**config.mk**
```make
export PLATFORM = sky130hd
export DESIGN_NAME = tmp125_poller
export DESIGN_NICKNAME = d
export VERILOG_FILES = /design/src/rtl/tmp125_poller.sv
export SDC_FILE = /design/constraint.sdc
export NUM_CORES = 1
export LEC_CHECK = 0
export ABC_AREA = 1
export CORE_MARGIN = 2
export CORE_UTILIZATION = 29
export DETAILED_ROUTE_END_ITERATION = 16
export HOLD_SLACK_MARGIN = 0.12
export PLACE_DENSITY_LB_ADDON = 0.05
export RECOVER_POWER = 25
export SLEW_MARGIN = 20
export SYNTH_ARGS = -nofsm -noshare
export SYNTH_HDL_FRONTEND = slang
export SYNTH_SLANG_ARGS = --single-unit
export TNS_END_PERCENT = 20
```
**constraint.sdc**
```tcl
create_clock -name i_clk -period 3.1 [get_ports i_clk]
set_input_delay 0.31 -clock i_clk [delete_from_list [all_inputs] [get_ports i_clk]]
set_output_delay 0.31 -clock i_clk [all_outputs]
set_load 0.05 [all_outputs]
```
**src/rtl/tmp125_poller.sv**
```systemverilog
// Round-robin SPI poller for TMP125-compatible thermometers on a shared SCK/SO bus.
// Extracts 10-bit temperatures per channel and flags malformed frames.
module tmp125_poller #(
  parameter int NUM_CH        = 4,
  parameter int CLK_DIV       = 50,
  parameter int POLL_INTERVAL = 1000000
) (
  input  logic                   i_clk,
  input  logic                   i_rst,
  input  logic                   i_start,
  input  logic                   i_poll_en,
  output logic                   o_spi_clk,
  output logic [NUM_CH-1:0]      o_spi_cs_n,
  input  logic                   i_spi_so,
  output logic [10*NUM_CH-1:0]   o_temp,
  output logic [NUM_CH-1:0]      o_temp_valid,
  output logic [NUM_CH-1:0]      o_fault,
  output logic                   o_upd,
  output logic [2:0]             o_upd_ch,
  output logic                   o_busy,
  output logic                   o_done
);

  typedef enum logic [2:0] {
    S_IDLE, S_CS_SETUP, S_SHIFT, S_CS_HOLD, S_GAP, S_DONE
  } state_t;

  localparam int DIV_W  = $clog2(2*CLK_DIV);
  localparam int ICNT_W = $clog2(POLL_INTERVAL+1);
  localparam logic [DIV_W-1:0]  HALF_LAST = DIV_W'(CLK_DIV-1);
  localparam logic [DIV_W-1:0]  FULL_LAST = DIV_W'(2*CLK_DIV-1);
  localparam logic [ICNT_W-1:0] ICNT_MAX  = ICNT_W'(POLL_INTERVAL);
  localparam logic [2:0]        LAST_CH   = 3'(NUM_CH-1);

  state_t              state, state_nx;
  logic [DIV_W-1:0]    div_cnt, div_cnt_nx;
  logic [3:0]          bit_cnt, bit_cnt_nx;
  logic [2:0]          ch, ch_nx;
  logic [10:0]         shreg;
  logic [ICNT_W-1:0]   icnt;
  logic                start_cond, sample, frame_end;
  logic                sck_nx;
  logic [NUM_CH-1:0]   cs_n_nx;

  always_comb begin
    state_nx   = state;
    div_cnt_nx = div_cnt + DIV_W'(1);
    bit_cnt_nx = bit_cnt;
    ch_nx      = ch;
    start_cond = (state == S_IDLE) && (i_start || (i_poll_en && (icnt == ICNT_MAX)));
    sample     = (state == S_SHIFT) && (div_cnt == HALF_LAST);
    frame_end  = (state == S_CS_HOLD) && (div_cnt == HALF_LAST);
    case (state)
      S_IDLE: begin
        div_cnt_nx = '0;
        if (start_cond) begin
          ch_nx    = '0;
          state_nx = S_CS_SETUP;
        end
      end
      S_CS_SETUP: begin
        if (div_cnt == HALF_LAST) begin
          div_cnt_nx = '0;
          bit_cnt_nx = '0;
          state_nx   = S_SHIFT;
        end
      end
      S_SHIFT: begin
        if (div_cnt == FULL_LAST) begin
          div_cnt_nx = '0;
          bit_cnt_nx = bit_cnt + 4'd1;
          if (bit_cnt == 4'd15) state_nx = S_CS_HOLD;
        end
      end
      S_CS_HOLD: begin
        if (frame_end) begin
          div_cnt_nx = '0;
          state_nx   = S_GAP;
        end
      end
      S_GAP: begin
        if (div_cnt == HALF_LAST) begin
          div_cnt_nx = '0;
          if (ch == LAST_CH) begin
            state_nx = S_DONE;
          end else begin
            ch_nx    = ch + 3'd1;
            state_nx = S_CS_SETUP;
          end
        end
      end
      S_DONE: begin
        div_cnt_nx = '0;
        state_nx   = S_IDLE;
      end
      default: state_nx = S_IDLE;
    endcase

    // Pin outputs are registered from next-state values so they stay glitch-free
    // while still changing in the same cycle as the state they belong to.
    sck_nx  = !((state_nx == S_SHIFT) && (div_cnt_nx <= HALF_LAST));
    cs_n_nx = '1;
    if (state_nx inside {S_CS_SETUP, S_SHIFT, S_CS_HOLD}) cs_n_nx[ch_nx] = 1'b0;
  end

  always_ff @(posedge i_clk or posedge i_rst) begin
    if (i_rst) begin
      state        <= S_IDLE;
      div_cnt      <= '0;
      bit_cnt      <= '0;
      ch           <= '0;
      shreg        <= '0;
      icnt         <= '0;
      o_spi_clk    <= 1'b1;
      o_spi_cs_n   <= '1;
      o_busy       <= 1'b0;
      o_done       <= 1'b0;
      o_upd        <= 1'b0;
      o_upd_ch     <= '0;
      o_temp       <= '0;
      o_temp_valid <= '0;
      o_fault      <= '0;
    end else begin
      state      <= state_nx;
      div_cnt    <= div_cnt_nx;
      bit_cnt    <= bit_cnt_nx;
      ch         <= ch_nx;
      o_spi_clk  <= sck_nx;
      o_spi_cs_n <= cs_n_nx;
      o_busy     <= (state_nx != S_IDLE);
      o_done     <= (state_nx == S_DONE);
      o_upd      <= frame_end;

      // Only the status bit and the 10 temperature bits are kept; the tail is don't-care.
      if (sample && (bit_cnt < 4'd11)) shreg <= {shreg[9:0], i_spi_so};

      if (start_cond) begin
        icnt <= '0;
      end else if (((state == S_IDLE) || (state == S_DONE)) && (icnt != ICNT_MAX)) begin
        icnt <= icnt + ICNT_W'(1);
      end

      if (frame_end) begin
        o_upd_ch <= ch;
        if (!shreg[10]) begin
          o_temp[10*int'(ch) +: 10] <= shreg[9:0];
          o_temp_valid[ch]          <= 1'b1;
          o_fault[ch]               <= 1'b0;
        end else begin
          o_fault[ch] <= 1'b1;
        end
      end
    end
  end

endmodule

```
* Yosys cells after proc, flatten, opt, wreduce, memory -nomap -nowiden
Index checks and enable logic that the tools add are counted.
Word-level totals: flip-flop bits (word level) 107, input bits 5, output and inout bits 59
Operators by class: add/sub/neg operators 5, multiply operators 1, order comparisons 6, equality and inequality tests 17, shift-type cells 2, muxes and demuxes 28, bitwise operators 6, reduce and logical (&&, ||, !) cells 21
Operators with widths (number):
- $bwmux W40 | 1
- $mux W20 | 2
- $shift A10 B33 Y40 const A | 1
- $shiftx A10 B33 Y40 | 1
- $neg A7 Y33 | 1
- $mux W3 | 10
- $pmux W7 S4 | 1
- $mux W7 | 3
- $add A20 B1 Y20 const B | 1
- $eq A20 B20 Y1 const B | 1
- $ne A20 B20 Y1 const B | 1
- $mux W4 | 4
- $eq A3 B2 Y1 const B | 5
- $pmux W3 S5 | 1
- $eq A3 B3 Y1 const B | 3
- $logic_and A1 B1 Y1 | 9
- $not A4 Y4 | 2
- $or A4 B4 Y4 | 2
- $pmux W4 S2 | 1
- $add A7 B1 Y7 const B | 1
- $eq A7 B6 Y1 const B | 1
- $eq A7 B7 Y1 const B | 1
- $le A7 B6 Y1 const B | 1
- $eq A3 B1 Y1 const B | 2
- 22 further kinds | 30

* Logic depth before layout (Yosys ltp)
word-level depth 12, depth in mapped cells 18

* Worst setup path after synthesis
No wires, ideal clock.
path kind reg-to-reg, start reg ch[2], end reg o_temp[4], data arrival time 2.366 ns, data required time 2.979 ns, path slack 0.613 ns, stages on the path, launching flop included 15, path buffers 1, clock period less this slack 2.487 ns, path through dfrtp_1 > ha_1 > ha_1 > inv_1 > ha_1 > nor2_1 > ha_1 > clkbuf_1 > inv_1 > nand2_1 > inv_1 > nor2_1 > nand2_1 > nor2_1 > nor2_1
Between the ends: longest elaborated chain between the ends 4, elaborated cells between the ends (all ways) 5, those cells by class add/sub (1); mul (1); shift (2); mux (1)
Ends and longest elaborated chain:
- start: declaration | RTL line 38 | logic [2:0] ch, ch_nx;
- start signal: assignment | RTL line 127 | ch <= ch_nx;
- $mul A3 B3 Y6 (*) | RTL line 146 | o_temp[10*int'(ch) +: 10] <= shreg[9:0];
- $neg A7 Y33 (*) | RTL line 146
- $shiftx A10 B33 Y40 / $shift A10 B33 Y40 (equally long branches) | RTL line 146
- $bwmux W40 (*) | RTL line 146
- end signal: indexed assignment | RTL line 146
- end: declaration | RTL line 15 | output logic [10*NUM_CH-1:0] o_temp,
Every way passes the cells marked *; elsewhere a longest branch is shown, timed or not. A chain may end at the register's enable or synchronous reset.

* Worst setup path after layout
start reg ch[2], end reg o_temp[20]
Same word-level chain as after synthesis.

==> impl_metrics.tcl <==
set metrics [dict create \
    post-dp-hpwl_mm 14.1 \
    end_kind "register" \
    synth.distinct_cells 41 \
    max-vdd-ir-drop_uv 230 \
    p_leak_nw 3.59 \
    holdBufCountCts 0 \
    diodes 0 \
    whs_ns 0.473 \
    rrSetupSlack_ns 0.28 \
    min_period_over_period 0.909 \
    cts_buffers 9 \
    yosysWarnings 0 \
    post-place-ws_ns 0.295 \
    synth_ff_type "dfrtp_1" \
    grt_max_degree 74 \
    postCtsSetupRepairBufs 0 \
    place.gp.congestion 0.860 \
    worst_ep_arrival_time_ns 3.07 \
    core-area_sq_um 21700 \
    ant_nets 0 \
    fin_skew_ns 0.00981 \
    r2r_start "ch[2]" \
    reg2reg_to "o_temp[20]" \
    slew_headroom -0.266 \
    fp.dieH_um 152 \
    synth_top_area_cell "dfrtp_1" \
    grt_pass1_vias 5608 \
    ctsResizeCount 0 \
    netlist_instances 875 \
    drtIter0Drc 342 \
    dr.pass1.iters 5 \
    clock-sinks 107 \
    avgRoutedWirePerCell_um 14.9 \
    clk_pin_slew_ns 0.08 \
    power.share.switching 0.233 \
    drc 0 \
    switching_power_w 0.000601 \
    hold_path.class "reg -> reg" \
    grt_pass1_wl_mm 30.7 \
    hold_path_end "o_temp[10]" \
    cts-root-buf "clkbuf_16" \
    finalSetupViolCount 0 \
    max-cap-violations 1 \
    synth_edf_count 0 \
    overflow 0 \
    rsz0062_at_grt "false" \
    max_freq_ghz 0.355 \
    synth_seq_cells 107 \
    yosysTopAreaCellShare 0.402 \
    status "finished, violations left" \
    whs_path_depth 2 \
    hp-start "o_temp[10]" \
    clock_latency_ns 0.36 \
    start_util 0.293 \
    crit_buf_inv 2 \
    reg2regPathDepth 13 \
    clkPwrFrac 0.444 \
    violations "capacitance limit, slew limit" \
    placementRows 54 \
    start_kind "register" \
    crit_fanout 11 \
    dieArea_sq_um 23100 \
    period_needed_ns 2.82 \
    path_common_cell "ha_1" \
    ys_top_cells_by_area "dfrtp_1 40%, nand2_1 15%, inv_1 5.8%, nand3_1 5.6%, nor2_1 5.5%" \
    grt_usage 0.163 \
    syn_to_final_growth_pct 20.2 \
    io_buffers 63 \
    cts_buffer_depth 2 \
    fin_ws_ns 0.283 \
    yosys-top-cells-count "257 x nand2_1, 102 x dfrtp_1, 98 x inv_1" \
    antenna_found_initial 0 \
    tns_ns 0 \
    max_stage_delay_ns 0.52 \
    num_io_pins 64 \
    cp_top_family "adder cells" \
    finalHoldViolCount 0 \
    cp.required_ns 3.36 \
    synth_area_per_cell_sq_um 7.26 \
    post_drt_via_cell_ratio 4.69 \
    final_layout_size_suffix_gt1_frac 0.0823 \
    crit_slowest_cell "ha_1" \
    h-tree-depth 3 \
    syn-num-nets 895 \
    p_per_area_nw_per_um2 338 \
    seq_area_frac_synth 0.423 \
    yosysMostFrequentCell "nand2_1" \
    p_int_w 0.00198 \
    die_x_um 152 \
    layout.nets 963 \
    cts_tree "yes" \
    power_frac_comb 0.015 \
    seq_power_share 0.541 \
    tightest_slew_ns 1.90 \
    worstSetupPathType "reg -> reg" \
    drt-total-wl_mm 18.3 \
    path_cells "ha_1, ha_1, inv_1, ha_1, nor2_1, ha_1, nand3_4, nor2_4, nand3_1, nand2_1, nand2_1, o21ai_1, inv_1" \
    drv_slew 74 \
    synthArstFlopShare 1.00 \
    vias 5757 \
    synth_area_sq_um 6350 \
]
[power by group through the flow]
stage,combinational (W),clock [W],sequential [W]
floorplan,0.0000236,0,0.00142
global placement,0.0000448,0,0.00142
detailed placement,0.0000446,0,0.00142
CTS,0.0000445,0.00120,0.00140
global route,0.0000462,0.00126,0.00140
finish,0.0000383,0.00115,0.00140
[routing by layer]
layer	global-route usage	wire (um)
met2	0.238	7770
met5	0	0
met1	0.253	9600
met4	0.0418	227
met3	0.0217	711
[stage by stage]
step / power (W) / area, sq um / util / instances
floorplan: 0.00145 / 6350 / - / 875
global placement: 0.00147 / 7360 / 0.339 / 1212
detailed placement: 0.00147 / 7360 / 0.339 / 1212
CTS: 0.00264 / 7650 / 0.353 / 1228
global route: 0.00270 / 7630 / 0.352 / 1228
finish: 0.00258 / 7630 / 0.352 / 1228
[area by class of cell]
cell class / count / area, sq um
Inverter: 110 / 417
Sequential cell: 107 / 2680
Clock inverter: 6 / 48.8
Timing Repair Buffer: 78 / 741
Fill cell: 2362 / 14100
Tap cell: 280 / 350
Clock buffer: 10 / 239
Multi-Input combinational cell: 637 / 3150
[placed cells by master, fill, tap and decap left out, drive strengths merged, types with 2 or more instances in the layout]
master / synthesis / layout
a21oi: 22 / 22
a22oi: 2 / 2
a31oi: 3 / 3
buf: 12 / 14
clkbuf: 9 / 11
clkdlybuf4s50: 0 / 62
clkinv: 0 / 2
clkinvlp: 0 / 3
dfrtp: 102 / 102
dfstp: 5 / 5
ha: 15 / 15
inv: 110 / 111
mux2: 3 / 3
nand2: 263 / 263
nand3: 74 / 74
nand3b: 3 / 3
nand4: 16 / 16
nor2: 102 / 102
nor3: 15 / 15
o211ai: 6 / 6
o21ai: 88 / 88
o21bai: 5 / 5
o22ai: 6 / 6
xnor2: 2 / 2
xor2: 6 / 6
[worst reg2reg max path, cell delays in order (launching register included)]
cell and delay [ns]:
dfrtp_1 0.44, ha_1 0.18, ha_1 0.16, inv_1 0.05, ha_1 0.42, nor2_1 0.10
ha_1 0.52, nand3_4 0.20, nor2_4 0.22, nand3_1 0.13, nand2_1 0.12, nand2_1 0.06
o21ai_1 0.07, inv_1 0.04
[state kept, by name, indices dropped and copies added (netlist names), 3 cells and up, named ones only]
register and count:
o_temp 40, icnt 20, shreg 11, div_cnt 7, bit_cnt 4, o_spi_cs_n 4
o_temp_valid 4, ch 3, o_upd_ch 3, state 3
[worst max-delay path by stage]
stage | startpoint | to | slack [ns] | depth (start not counted)
final | ch[2] | o_temp[20] | 0.28 | 13
after global routing | ch[2] | o_temp[20] | 0.03 | 13
after CTS | ch[2] | o_temp[20] | 0.29 | 13
after detailed placement | ch[2] | o_temp[20] | 0.30 | 13
after global placement | ch[2] | o_temp[20] | 0.40 | 13
after floorplan | ch[2] | o_temp[4] | 0.61 | 14
[logic make-up after synthesis]
family / count (synthesis) / synth area share
AOI/OAI and AO/OA: 136 / 0.117
xor gates and xnor gates: 8 / 0.0181
adders and majority gates: 15 / 0.0296
buffers and inverters: 131 / 0.0808
DFF: 107 / 0.423
muxes: 3 / 0.00532
and+or+nand+nor: 475 / 0.327
Power figures use the tool's default switching activity.
